## src/rtl/minipic.sv

```systemverilog
// minipic: four-source edge-triggered interrupt controller.
//
// state  | meaning
// -------+-----------------------------------------------------------
// IDLE   | waiting for an enabled pending source
// ASSERT | irq_out high, presenting irq_id; waiting for ack or timeout
// GAP    | one forced low cycle on irq_out before the next arbitration
module minipic #(
    parameter logic [15:0] ACK_TIMEOUT = 16'd255
) (
    input  logic       clk,
    input  logic       rst_n,
    input  logic [3:0] irq_in,
    input  logic       write_enable,
    input  logic [3:0] mask_in,
    input  logic       ack,
    output logic       irq_out,
    output logic [1:0] irq_id,
    output logic [3:0] pending,
    output logic [3:0] overrun,
    output logic       timeout
);

    typedef enum logic [1:0] {
        IDLE   = 2'd0,
        ASSERT = 2'd1,
        GAP    = 2'd2
    } state_t;

    state_t      state, state_nxt;
    logic [3:0]  irq_prev;
    logic [3:0]  rise_r;
    logic [3:0]  mask;
    logic [15:0] wait_cnt, wait_nxt;
    logic        irq_out_nxt;
    logic [1:0]  irq_id_nxt;
    logic        timeout_nxt;
    logic [3:0]  ack_clr;
    logic [3:0]  req;
    logic [1:0]  low_idx;
    logic [3:0]  ovr_set;

    assign req     = pending & mask;
    // A new edge on a source only counts as overrun if its pending bit survives this cycle.
    assign ovr_set = rise_r & pending & ~ack_clr;

    // Fixed priority: lowest enabled pending index wins.
    always_comb begin
        low_idx = 2'd0;
        if (req[0])      low_idx = 2'd0;
        else if (req[1]) low_idx = 2'd1;
        else if (req[2]) low_idx = 2'd2;
        else if (req[3]) low_idx = 2'd3;
    end

    // Next-state and registered-output logic for the presentation FSM.
    always_comb begin
        state_nxt   = state;
        irq_out_nxt = irq_out;
        irq_id_nxt  = irq_id;
        wait_nxt    = wait_cnt;
        timeout_nxt = 1'b0;
        ack_clr     = 4'b0000;
        case (state)
            IDLE: begin
                if (|req) begin
                    irq_id_nxt  = low_idx;
                    irq_out_nxt = 1'b1;
                    wait_nxt    = 16'd0;
                    state_nxt   = ASSERT;
                end
            end
            ASSERT: begin
                if (ack) begin
                    ack_clr     = 4'b0001 << irq_id;
                    irq_out_nxt = 1'b0;
                    state_nxt   = GAP;
                end else if (wait_cnt == ACK_TIMEOUT - 16'd1) begin
                    irq_out_nxt = 1'b0;
                    timeout_nxt = 1'b1;
                    state_nxt   = GAP;
                end else begin
                    wait_nxt = wait_cnt + 16'd1;
                end
            end
            GAP: begin
                state_nxt = IDLE;
            end
            default: begin
                state_nxt   = IDLE;
                irq_out_nxt = 1'b0;
            end
        endcase
    end

    // FSM state and its registered outputs.
    always_ff @(posedge clk) begin
        if (!rst_n) begin
            state    <= IDLE;
            irq_out  <= 1'b0;
            irq_id   <= 2'd0;
            wait_cnt <= 16'd0;
            timeout  <= 1'b0;
        end else begin
            state    <= state_nxt;
            irq_out  <= irq_out_nxt;
            irq_id   <= irq_id_nxt;
            wait_cnt <= wait_nxt;
            timeout  <= timeout_nxt;
        end
    end

    // Edge detect, pending/overrun bookkeeping and mask register.
    // A new rise beats the ack clear on the same bit; an overrun set beats the write clear.
    always_ff @(posedge clk) begin
        if (!rst_n) begin
            irq_prev <= 4'b0000;
            rise_r   <= 4'b0000;
            pending  <= 4'b0000;
            overrun  <= 4'b0000;
            mask     <= 4'hF;
        end else begin
            irq_prev <= irq_in;
            rise_r   <= irq_in & ~irq_prev;
            pending  <= (pending & ~ack_clr) | rise_r;
            if (write_enable) begin
                overrun <= ovr_set;
                mask    <= mask_in;
            end else begin
                overrun <= overrun | ovr_set;
            end
        end
    end

endmodule

```

## config.mk

```make
export PLATFORM = sky130hd
export DESIGN_NAME = minipic
export DESIGN_NICKNAME = d
export VERILOG_FILES = /design/src/rtl/minipic.sv
export SDC_FILE = /design/constraint.sdc
export NUM_CORES = 1
export LEC_CHECK = 0
export ABC_AREA = 0
export ABC_CLOCK_PERIOD_IN_PS = 4550
export CAP_MARGIN = 20
export CORE_MARGIN = 3
export CORE_UTILIZATION = 58
export DETAILED_ROUTE_END_ITERATION = 10
export GPL_TIMING_DRIVEN = 0
export PLACE_DENSITY_LB_ADDON = 0.08
export SYNTH_ARGS = -nofsm -noshare
export SYNTH_HDL_FRONTEND = slang
export SYNTH_SLANG_ARGS = --single-unit
```

## constraint.sdc

```tcl
create_clock -name clk -period 4.55 [get_ports clk]
set_clock_uncertainty 0.1 [all_clocks]
set_input_delay 0.455 -clock clk [delete_from_list [all_inputs] [get_ports clk]]
set_output_delay 0.455 -clock clk [all_outputs]
set_load 0.005 [all_outputs]
```

==> run summary <==
STATUS
--------------------------------------------------------------------------------------------------------
Run status                                                                                  complete, no violations

CELLS AND AREA
--------------------------------------------------------------------------------------------------------
Final std cells w/o fill                                                                             284
Diodes inserted                                                                                        0
Post-route design area                                                                         2220 um^2
Final layout net count                                                                               254
Ratio of cells with drive above 1 in the final layout                                              7.50%
Synth-to-layout area growth                                                                        16.9%
Total of fill cells in the finished design                                                           245

SYNTHESIS
--------------------------------------------------------------------------------------------------------
Sequential element share of the synthesized area                                                   44.2%
Async set or reset register ratio after synthesis                                                     0%
Dominant register cell in the synthesized netlist                                                dfxtp_1
Per-instance average area after synthesis                                                      9.01 um^2
Mapped Nets                                                                                          225
Main area contributors after synthesis                                                      dfxtp_1, a21oi_1, nor2_1
Most repeated cell in the gate-level netlist after synthesis                                     dfxtp_1
Synth warn                                                                                             0
Area fraction of the dominant cell type after synthesis                                            44.2%
Yosys reg bits                                                                                        42
Top post-synthesis cells by count                                                           dfxtp_1, a21oi_1, nor2_1
Mapped Cells                                                                                         211
Dominant cell type by area after synthesis                                                       dfxtp_1
Count of distinct cell types in the synthesized netlist                                               47
EDFF count, synth                                                                                      0
Cell area after synthesis                                                                      1900 um^2

PWR
--------------------------------------------------------------------------------------------------------
Leakage Power                                                                                   0.746 nW
Pwr dens                                                                                     299 nW/um^2
Maximum VDD drop                                                                                  194 uV

CLOCK NETWORK
--------------------------------------------------------------------------------------------------------
H-Tree Depth                                                                                           2
Setup repair bufs after CTS                                                                            0
Deepest clock path buffer count                                                                        2
Number of sinks on the clock net                                                                      42
Cts repair resizes                                                                                     0
Post-CTS clock slew at the launch and capture registers of the worst setup and hold paths        0.12 ns
Cts bufs inserted                                                                                      5
Root buffer cell                                                                                clkbuf_4
CTS tree                                                                                           built
Cts hold-fix bufs                                                                                      0
Skew-Pair Late Insertion Delay                                                                   0.35 ns

DIE
--------------------------------------------------------------------------------------------------------
Number of cell rows                                                                                   20
I/O pin count                                                                                         24
Die Y-Extent                                                                                     63.2 um
Initial cell density of the core                                                                   61.7%
DIE AREA                                                                                       4000 um^2
Placeable core region                                                                          3080 um^2
Width of the die                                                                                 63.2 um

STA
--------------------------------------------------------------------------------------------------------
Worst hold margin                                                                               0.279 ns
Headroom to the max-slew limit                                                                     65.9%
Final sum of negative setup slack                                                                   0 ns
Setup repair after global routing missed its margin                                                   no
Period utilization                                                                                 48.1%
Slew Viols, Final                                                                                      0
Transition at the pin with the smallest max-transition slack                                    0.505 ns
Worst Setup Slack, final                                                                         2.36 ns
Final count of negative-setup-slack endpoints                                                          0
Highest achievable clock rate                                                                  0.457 GHz
Minimum clock period after layout                                                                2.19 ns
Hold Vio Cnt, Final                                                                                    0

WORST SETUP PATH
--------------------------------------------------------------------------------------------------------
Critical path arrival                                                                            2.29 ns
Peak fanout along the critical path                                                                    7
Capturing element type of the critical path                                                     register
Critical Path Source Type                                                                       register
Kind of critical path                                                                       register to register
Required time worst endpoint                                                                     4.66 ns
Reg-to-reg setup timing slack                                                                    2.36 ns

HOLD PATH
--------------------------------------------------------------------------------------------------------
Hold WC Path Type                                                                           register to register

DRT
--------------------------------------------------------------------------------------------------------
First-pass detailed-route iteration total                                                              4
Antenna-violating nets left                                                                            0
Wire length reported by the detailed router                                                      4.50 mm
DR DRC count                                                                                           0
Vias per cell                                                                                       5.97
Avg WL per Cell                                                                                  15.8 um
Vias                                                                                                1695
Violation count after the first detailed-route iteration                                             179

PLACE
--------------------------------------------------------------------------------------------------------
Placement Setup Slack                                                                            2.10 ns
Detailed-placement wirelength estimate                                                           3.26 mm
Placer congestion estimate                                                                         0.937
Placement-stage cell area                                                                      2180 um^2
Buffers added on ports                                                                                22
Dpl cells                                                                                            277

GLOBAL ROUTING
--------------------------------------------------------------------------------------------------------
Largest net degree at the start of global routing                                                     12
Number of global-route vias before repair                                                           1714
Overflow left after global routing                                                                     0
First-pass GRT wire length                                                                       7.83 mm
Number of antenna violations at the first check in global routing                                      0
All-layer global routing usage                                                                     25.1%

FLOW RUN
--------------------------------------------------------------------------------------------------------
MaxCap Viol Count                                                                                      0

power by group:
group / internal, mW / switching [mW]
registers: 0.383 / 0.0146
logic: 0.0439 / 0.0490
clock network: 0.0585 / 0.115
total: 0.485 / 0.179
cell usage in the layout, fill, tap and decap left out, types with 3 or more instances in the layout:
cell type,count
nand4_1,6
clkdlybuf4s50_1,22
and2_1,5
a21oi_1,16
nand2_1,15
clkbuf_4,5
a41oi_1,3
mux2i_1,4
nor2_1,16
nand3_1,9
clkbuf_1,7
o211ai_2,4
nor4_1,5
inv_1,15
o21ai_0,8
dfxtp_1,42
nor3_1,3
a31oi_1,6
nor2b_1,8
critical path, cell delays in order (launching register included):
cell      delay [ns]
dfxtp_1         0.49
ha_1            0.20
or4b_4          0.50
or4_1           0.49
nand3_1         0.17
a221oi_1        0.10
per-stage QoR:
| stage | total power, mW | utilization [%] |
|---|---|---|
| floorplan | 0.457 | - |
| global placement | 0.493 | 70.7 |
| detailed placement | 0.497 | 70.7 |
| CTS | 0.669 | 72.2 |
| global route | 0.701 | 72.2 |
| finish | 0.664 | 72.2 |
area by class of cell:
cell class              instances  area (um^2)  area share [%]
inverters                      15         56.3            2.54
multi-input cells             145          952            42.9
flip-flops and latches         42          841            37.9
clock buffers                   7         45.0            2.03
plain buffers                   9         51.3            2.31
repair buffers                 22          220            9.92
well taps                      44         55.1            2.48
flip-flops by register name, indices dropped and copies added, names as in the netlist:
register  cells
wait_cnt     16
irq_prev      4
mask          4
overrun       4
pending       4
rise_r        4
irq_id        2
state         2
irq_out       1
timeout       1
final timing paths:
| path | start | to | cells past startpoint |
|---|---|---|---|
| min | irq_prev[3] | rise_r[3] | 1 |
| max | wait_cnt[1] | irq_out | 5 |
| max reg2reg | wait_cnt[1] | irq_out | 5 |
| min reg2reg | irq_prev[3] | rise_r[3] | 1 |
per-layer routing:
metal / routed length, um / vias to the layer above / track usage [%]
li1: - / 829 / -
met1: 1940 / 786 / 28.3
met2: 2180 / 65 / 42.0
met3: 245 / 15 / 6.77
met4: 131 / 0 / 15.1
met5: 0 / - / 0
kinds of logic (layout without fill, tap and decap cells):
logic type	Yosys count	in the layout	share of synthesized area (%)
compound gates	58	58	22.1
mux	4	4	2.11
flops	42	42	44.2
buf+inv	24	53	5.66
xor+xnor	2	2	0.922
fa+ha+maj	2	2	1.32
simple gates	79	79	23.6
No activity file was read; power rests on OpenSTA's default activity.
